--- src/rtl/mseq_generator.sv ---
// Maximal-length sequence (m-sequence) chip generator.
// A Fibonacci LFSR of order 4..12 maps each chip bit to one of two amplitudes.
module mseq_generator #(
  parameter int OUTPUT_DATA_WIDTH = 16
) (
  input  logic                         MSEQ_clk,
  input  logic                         MSEQ_rst_n,
  input  logic                         start,
  input  logic                         stop,
  input  logic [3:0]                   order,
  input  logic [15:0]                  chip_div,
  input  logic [OUTPUT_DATA_WIDTH-1:0] amp_hi,
  input  logic [OUTPUT_DATA_WIDTH-1:0] amp_lo,
  output logic [OUTPUT_DATA_WIDTH-1:0] MSEQ_signal,
  output logic                         chip_valid,
  output logic                         period_done,
  output logic                         busy,
  output logic                         cfg_err,
  output logic                         fsm_state
);

  typedef enum logic {IDLE = 1'b0, RUN = 1'b1} state_t;

  state_t state, state_next;
  logic   load, err_set, order_ok;

  logic [3:0]                   cfg_order;
  logic [15:0]                  cfg_div;
  logic [OUTPUT_DATA_WIDTH-1:0] cfg_hi, cfg_lo;

  logic [11:0] lfsr, lfsr_adv, seed, chip_max;
  logic [11:0] chip_cnt, chip_adv;
  logic [15:0] div_cnt;
  logic        chip_wrap;

  function automatic logic [11:0] len_mask(input logic [3:0] n);
    logic [12:0] full;
    full = (13'd1 << n) - 13'd1;
    return full[11:0];
  endfunction

  // Tap numbers are 1-based, so tap k reads s[k-1].
  function automatic logic tap_fb(input logic [11:0] s, input logic [3:0] n);
    case (n)
      4'd4:    tap_fb = s[3] ^ s[2];
      4'd5:    tap_fb = s[4] ^ s[2];
      4'd6:    tap_fb = s[5] ^ s[4];
      4'd7:    tap_fb = s[6] ^ s[5];
      4'd8:    tap_fb = s[7] ^ s[5] ^ s[4] ^ s[3];
      4'd9:    tap_fb = s[8] ^ s[4];
      4'd10:   tap_fb = s[9] ^ s[6];
      4'd11:   tap_fb = s[10] ^ s[8];
      4'd12:   tap_fb = s[11] ^ s[10] ^ s[9] ^ s[3];
      default: tap_fb = 1'b0;
    endcase
  endfunction

  function automatic logic out_bit(input logic [11:0] s, input logic [3:0] n);
    logic [11:0] sh;
    sh = s >> (n - 4'd1);
    return sh[0];
  endfunction

  assign seed      = len_mask(order);
  assign chip_max  = len_mask(cfg_order) - 12'd1;
  assign lfsr_adv  = ((lfsr << 1) | {11'd0, tap_fb(lfsr, cfg_order)}) & len_mask(cfg_order);
  assign chip_wrap = (div_cnt == cfg_div);
  assign chip_adv  = (chip_cnt == chip_max) ? 12'd0 : chip_cnt + 12'd1;
  assign order_ok  = (order >= 4'd4) && (order <= 4'd12);

  assign busy      = (state == RUN);
  assign fsm_state = state;

  always_ff @(posedge MSEQ_clk) begin
    if (!MSEQ_rst_n) state <= IDLE;
    else             state <= state_next;
  end

  // stop outranks start in IDLE; start is ignored while running.
  always_comb begin
    state_next = state;
    load       = 1'b0;
    err_set    = 1'b0;
    case (state)
      IDLE: begin
        if (start && !stop) begin
          if (order_ok) begin
            load       = 1'b1;
            state_next = RUN;
          end else begin
            err_set = 1'b1;
          end
        end
      end
      RUN:     if (stop) state_next = IDLE;
      default: state_next = IDLE;
    endcase
  end

  always_ff @(posedge MSEQ_clk) begin
    if (!MSEQ_rst_n) begin
      cfg_order   <= '0;
      cfg_div     <= '0;
      cfg_hi      <= '0;
      cfg_lo      <= '0;
      lfsr        <= '0;
      div_cnt     <= '0;
      chip_cnt    <= '0;
      MSEQ_signal <= '0;
      chip_valid  <= 1'b0;
      period_done <= 1'b0;
      cfg_err     <= 1'b0;
    end else begin
      chip_valid  <= 1'b0;
      period_done <= 1'b0;
      if (load) begin
        cfg_order   <= order;
        cfg_div     <= chip_div;
        cfg_hi      <= amp_hi;
        cfg_lo      <= amp_lo;
        lfsr        <= seed;
        div_cnt     <= '0;
        chip_cnt    <= '0;
        cfg_err     <= 1'b0;
        chip_valid  <= 1'b1;
        MSEQ_signal <= out_bit(seed, order) ? amp_hi : amp_lo;
      end else if (state == RUN && state_next == RUN) begin
        if (chip_wrap) begin
          div_cnt     <= '0;
          lfsr        <= lfsr_adv;
          chip_cnt    <= chip_adv;
          chip_valid  <= 1'b1;
          period_done <= (chip_adv == chip_max);
          MSEQ_signal <= out_bit(lfsr_adv, cfg_order) ? cfg_hi : cfg_lo;
        end else begin
          div_cnt <= div_cnt + 16'd1;
        end
      end else begin
        MSEQ_signal <= '0;
        lfsr        <= '0;
        div_cnt     <= '0;
        chip_cnt    <= '0;
      end
      if (err_set) cfg_err <= 1'b1;
    end
  end

endmodule

--- config.mk ---
export PLATFORM = sky130hd
export DESIGN_NAME = mseq_generator
export DESIGN_NICKNAME = d
export VERILOG_FILES = /design/src/rtl/mseq_generator.sv
export SDC_FILE = /design/constraint.sdc
export NUM_CORES = 1
export LEC_CHECK = 0
export BUFFER_PORTS_ARGS = -buffer_cell sky130_fd_sc_hd__buf_2
export CAP_MARGIN = 0
export CELL_PAD_IN_SITES_DETAIL_PLACEMENT = 0
export CELL_PAD_IN_SITES_GLOBAL_PLACEMENT = 1
export CORE_UTILIZATION = 44
export DETAILED_ROUTE_END_ITERATION = 12
export PLACE_DENSITY = 0.93
export SETUP_SLACK_MARGIN = 0.02
export SLEW_MARGIN = 5
export SYNTH_ARGS = -nofsm -noshare
export SYNTH_HDL_FRONTEND = slang
export SYNTH_SLANG_ARGS = --single-unit
--- constraint.sdc ---
create_clock -name MSEQ_clk -period 4.4 [get_ports MSEQ_clk]
set_input_delay 0.22 -clock MSEQ_clk [delete_from_list [all_inputs] [get_ports MSEQ_clk]]
set_output_delay 0.22 -clock MSEQ_clk [all_outputs]
set_load 0.005 [all_outputs]
# [Yosys cells after proc, flatten, opt, wreduce, memory -nomap -nowiden]
# Cells that the tools add are included.
[totals] input_bits=56 word_cells=88 output_inout_bits=21 regBits=112
[op_classes] n_mux=23 n_bitwise=19 order_cmp=2 n_eq_ne=13 reduce_logical=8 shift=4 add_sub_neg=7
[op_table] cell="16-bit two-way mux" n=5
[op_table] cell="12-bit two-way mux" n=4
[op_table] cell="12-bit by 1-bit subtractor with 12-bit output (second input constant)" n=3
[op_table] cell="12-bit == test" n=2
[op_table] cell="1-bit by 4-bit left shift with 12-bit output (first input constant)" n=2
[op_table] cell="12-bit by 4-bit >> shifter with 1-bit output" n=2
[op_table] cell="4-bit == test (second input constant)" n=5
[op_table] cell="16-bit by 1-bit adder with 16-bit output (second input constant)" n=1
[op_table] cell="16-bit == test" n=1
[op_table] cell="4-bit by 3-bit == test with 1-bit output (second input constant)" n=4
[op_table] cell="1-bit XOR" n=13
[op_table] cell="12-bit by 1-bit adder with 12-bit output (second input constant)" n=1
[op_table] cell="12-bit AND" n=1
[op_table] cell="1-bit two-way mux" n=12
[op_table] cell="12-bit by 1-bit bitwise OR with 12-bit output" n=1
[op_table] cell="1-bit case mux with 9 select lines" n=1
[op_table] cell="4-bit OR reduction" n=2
[op_table] cell="4-bit by 1-bit subtractor with 4-bit output (second input constant)" n=2
[op_table] cell="4-bit by 3-bit >= comparator with 1-bit output (second input constant)" n=1
[op_table] cell="4-bit <= comparator (second input constant)" n=1
[op_table] cell="1-bit NOT" n=4
[op_table] cell="1-bit logical AND" n=3
[op_table] cell="3-bit != test (second input constant)" n=1
[op_table] cell="3-bit OR reduction" n=1
[op_table] cell="3 further kinds" n=3

# [Depth between registers and ports, before layout]
[logic_depth] ltp_word=11 mapped_depth=18 mapped_depth_nobuf=14

# [Least setup slack after synthesis]
# Ideal clock, no wire load.
[synth_timing] kind="register to register" startpoint="register cfg_order[0]" endpoint="register MSEQ_signal[0]" t_required_ns=4.281 arrival_ns=3.420 stages_incl_launch_ff=17 setup_ns=0.119 setup_slack_ns=0.861 path_buffers=3 synth_period_minus_slack_ns=3.539 cell_sequence="dfxtp_1 -> clkbuf_1 -> inv_1 -> ha_1 -> buf_6 -> nand2_1 -> ha_1 -> or3b_1 -> a32oi_1 -> a211oi_1 -> a311o_1 -> a32oi_1 -> o21ai_2 -> buf_6 -> mux2_2 -> o21ai_0 -> a21oi_1"
[synth_via] elab_chain_cells=9 elab_cells_between_ends=20 cone_classes="add/sub: 2; eq/ne: 9; shift: 2; mux: 5; bitwise: 2"
[synth_rtl] item="start: declaration" line="27" rtl="logic [3:0] cfg_order;"
[synth_rtl] item="start signal: assignment" line="117" rtl="cfg_order <= order;"
[synth_rtl] item="branches (longest 4 deep; another with 12-bit by 1-bit subtractor with 12-bit output)"
[synth_rtl] item="12-bit by 4-bit >> shifter with 1-bit output *" line="60" rtl="sh = s >> (n - 4'd1);"
[synth_rtl] item="16-bit two-way mux *" line="134" rtl="MSEQ_signal <= out_bit(lfsr_adv, cfg_order) ? cfg_hi : cfg_lo;"
[synth_rtl] item="16-bit two-way mux *" line="128" rtl="if (chip_wrap) begin"
[synth_rtl] item="16-bit two-way mux *" line="127" rtl="end else if (state == RUN && state_next == RUN) begin"
[synth_rtl] item="16-bit two-way mux *" line="116" rtl="if (load) begin"
[synth_rtl] item="end signal: assignment" line="126" rtl="MSEQ_signal <= out_bit(seed, order) ? amp_hi : amp_lo;"
[synth_rtl] item="end signal: assignment" line="134"
[synth_rtl] item="end: declaration" line="14" rtl="output logic [OUTPUT_DATA_WIDTH-1:0] MSEQ_signal,"
# Mark *: on every way between the ends. The select of a mux whose other input is x is not followed.
# A chain may end at the register's enable or synchronous reset.

# [Final worst setup path]
[layout_timing] startpoint="register cfg_order[0]" endpoint="register MSEQ_signal[2]"
# The elaborated chain is that of the path after synthesis.

==> flow_metrics.py <==
metrics = {
    "timing": {
        "slew_viol_final": 0,
        "finalSetupViolCount": 0,
        "fin_crit_ns": 3.87,
        "fin_crit_sh_pct": 87.9,
        "setup_ws_ns": 0.532,
        "relSlewSlack_pct": 33.0,
        "hold_viol_final": 0,
        "fin_skew_ns": 0.0113,
        "tightest_slew_ns": 1.00,
        "setup_tns_ns": 0,
        "rsz0062_at_grt": "false",
        "max_freq_mhz": 259,
    },
    "route": {
        "drt_pre_antenna_iters": 5,
        "wirelength_um": 18400,
        "drtIter0Drc": 494,
        "avgRoutedWirePerCell_um": 15.7,
        "drc": 0,
        "final_antenna_net_count": 0,
        "vias": 6671,
        "via_per_inst": 5.68,
    },
    "placed_design": {
        "placed_cell_area_sq_um": 7600,
        "hpwl_um": 12700,
        "gp_congestion": 0.883,
        "port_buffers": 76,
        "place_ws_ns": 0.536,
    },
    "synth": {
        "synthAdderAreaFrac_pct": 2.79,
        "synth_commonest_cells": "nand2_1 (151), dfxtp_1 (112), a21oi_1 (65)",
        "muxShareOfSynthArea_pct": 5.75,
        "synth-simple-area-share_pct": 22.3,
        "synth_compound_area_share_pct": 24.5,
        "synth_seq_cells": 112,
        "postSynthAreaPerCell_sq_um": 7.73,
        "synth_xor_area_share_pct": 7.24,
        "ys_seq_area_share_pct": 31.2,
        "synth_top_area_cell": "dfxtp_1",
        "ys.warnings.count": 0,
        "async_reset_ff_share_pct": 0,
        "ys_types": 81,
        "synth.top_cell.area_share_pct": 31.2,
        "synthCells": 929,
        "synth_most_common_cell": "nand2_1",
        "synthFlopType": "dfxtp_1",
        "synth_edf_count": 0,
        "synth_area_leaders": "dfxtp_1 (31%), nand2_1 (7.9%), a21boi_0 (5.5%)",
        "synth_top_family_by_area": "compound AO/OA/AOI/OAI gates",
        "synth_nets": 1001,
        "syn_area_sq_um": 7190,
    },
    "grt": {
        "antenna_found_initial": 0,
        "track_usage_pct": 22.7,
        "grt_pass1_wl_um": 30600,
        "grt_max_degree": 85,
        "grt_pass1_vias": 6203,
        "grt_overflow": 0,
    },
    "clock_tree": {
        "clk_latency_ns": 0.36,
        "htree_levels": 3,
        "tritoncts": "done",
        "cts_sinks": 112,
        "clkTransAtPathRegs_ns": 0.08,
        "cts_setup_buffers": 0,
        "cts-root-buf": "clkbuf_16",
        "ctsLongestPathBuffers": 2,
        "cts_made_buffers": 9,
        "cts-hold-fix-buffers": 0,
        "cts_resized": 0,
    },
    "floorplanning": {
        "coreArea_sq_um": 15900,
        "die_h_um": 130,
        "floorplan.initialDensity_pct": 45.2,
        "fp.dieW_um": 130,
        "placementRows": 46,
        "ios": 77,
        "die-area_sq_um": 16800,
    },
    "hold_path": {
        "hold_start": "chip_div[0]",
        "hold_depth": 3,
        "holdCritPathClass": "in -> reg",
        "whs_endpoint": "cfg_div[0]",
    },
    "power_and_ir_drop": {
        "max-vdd-ir-drop_mv": 0.254,
        "powerDensity_nw_per_um2": 314,
        "p_leak_nw": 3.06,
    },
    "worst_setup_path": {
        "critPathLaunch": "cfg_order[0]",
        "r2r-end": "MSEQ_signal[2]",
        "r2r_slack_ns": 0.53,
        "cp-end-kind": "flop",
        "r2r_start": "cfg_order[0]",
        "worst_r2r_path_depth": 11,
        "crit_required_ns": 4.64,
        "worstSetupStartpointType": "flop",
        "worst_ep_arrival_time_ns": 4.11,
        "critPathKind": "reg -> reg",
        "critPathMaxFanout": 18,
    },
    "cells_and_area": {
        "synthToLayoutAreaGrowth_pct": 10.3,
        "nNetsFinal": 1025,
        "num_antenna_cells": 0,
        "drive_above_1_share_pct": 16.5,
        "finalInstanceArea_sq_um": 7930,
    },
    "flow_run": {
        "maxCapViolations": 0,
    },
    "run_status": {
        "outcome": "finished clean",
    },
}
cell type report:
class | instances | area (sq um)
clock inverter | 7 | 100
tap | 216 | 270
multi-input combinational | 716 | 4510
fill | 1600 | 7960
clock buffer | 9 | 225
timing repair buffer | 91 | 493
inverter | 23 | 87.6
sequential | 112 | 2240
routing by layer:
metal | vias to the layer above | global-route usage, % | routed length (um)
met5 | - | 0 | 0
met4 | 0 | 8.41 | 408
met3 | 29 | 3.20 | 808
met2 | 188 | 37.0 | 8580
met1 | 3146 | 30.6 | 8580
li1 | 3308 | - | -
how the worst max path moves through the flow:
stage / end / slack (ns) / depth (start not counted)
after global routing: chip_cnt[8] / 0.25 / 12
after detailed placement: MSEQ_signal[4] / 0.54 / 14
after CTS: MSEQ_signal[2] / 0.57 / 11
after global placement: MSEQ_signal[6] / 0.59 / 14
final: MSEQ_signal[2] / 0.53 / 11
after floorplan: MSEQ_signal[0] / 0.86 / 16
registers in the layout, indices dropped and copies added (netlist names):
register,flops
busy,1
div_cnt,16
period_done,1
cfg_err,1
cfg_hi,16
cfg_order,4
cfg_div,16
cfg_lo,16
chip_cnt,12
MSEQ_signal,16
lfsr,12
chip_valid,1
cells by family after synthesis:
kind of cell	count (synthesis)
mux	37
simple gates	333
xor+xnor	56
fa+ha+maj	16
compound gates	274
buf+inv	101
flops	112
per-stage QoR:
step                hold slack, ns  std cells  total power, mW  utilization (%)
global placement             0.452       1158             1.62             47.8
detailed placement           0.456       1158             1.62             47.8
global route                 0.101       1174             2.61             49.9
floorplan                    0.365        929             1.48                -
CTS                         0.0855       1174             2.50             49.9
finish                      0.0977       1174             2.49             49.9
cells in the final DEF (no fill, tap or decap), drive strengths merged, types with 6 or more instances in the layout:
| master | instances |
|---|---|
| nand2 | 151 |
| dfxtp | 112 |
| buf | 91 |
| o21ai | 75 |
| a21oi | 65 |
| nor2 | 57 |
| a21boi | 53 |
| xor2 | 34 |
| mux2 | 34 |
| nand3 | 28 |
| inv | 25 |
| xnor2 | 20 |
| ha | 16 |
| nor3 | 15 |
| nor2b | 13 |
| a31oi | 11 |
| or3 | 11 |
| and3 | 10 |
| o211ai | 9 |
| clkbuf | 9 |
| o211a | 7 |
| o22ai | 6 |
| or3b | 6 |
worst max-delay path: stages (launching register included):
cell and delay (ns):
dfxtp_1 0.55, inv_1 0.20, ha_1 0.45, or4_1 0.65
nand3_1 0.17, nand2_1 0.08, o21ai_0 0.15, nand2_1 0.08
o21ai_2 0.74, mux2_2 0.41, o21ai_0 0.16, a21oi_1 0.09
report_power, final:
group,internal [mW],switching [mW],total [mW]
sequential,1.05,0.0254,1.07
clock,0.461,0.422,0.883
combinational,0.208,0.328,0.535
No activity file was read; power rests on OpenSTA's default activity.
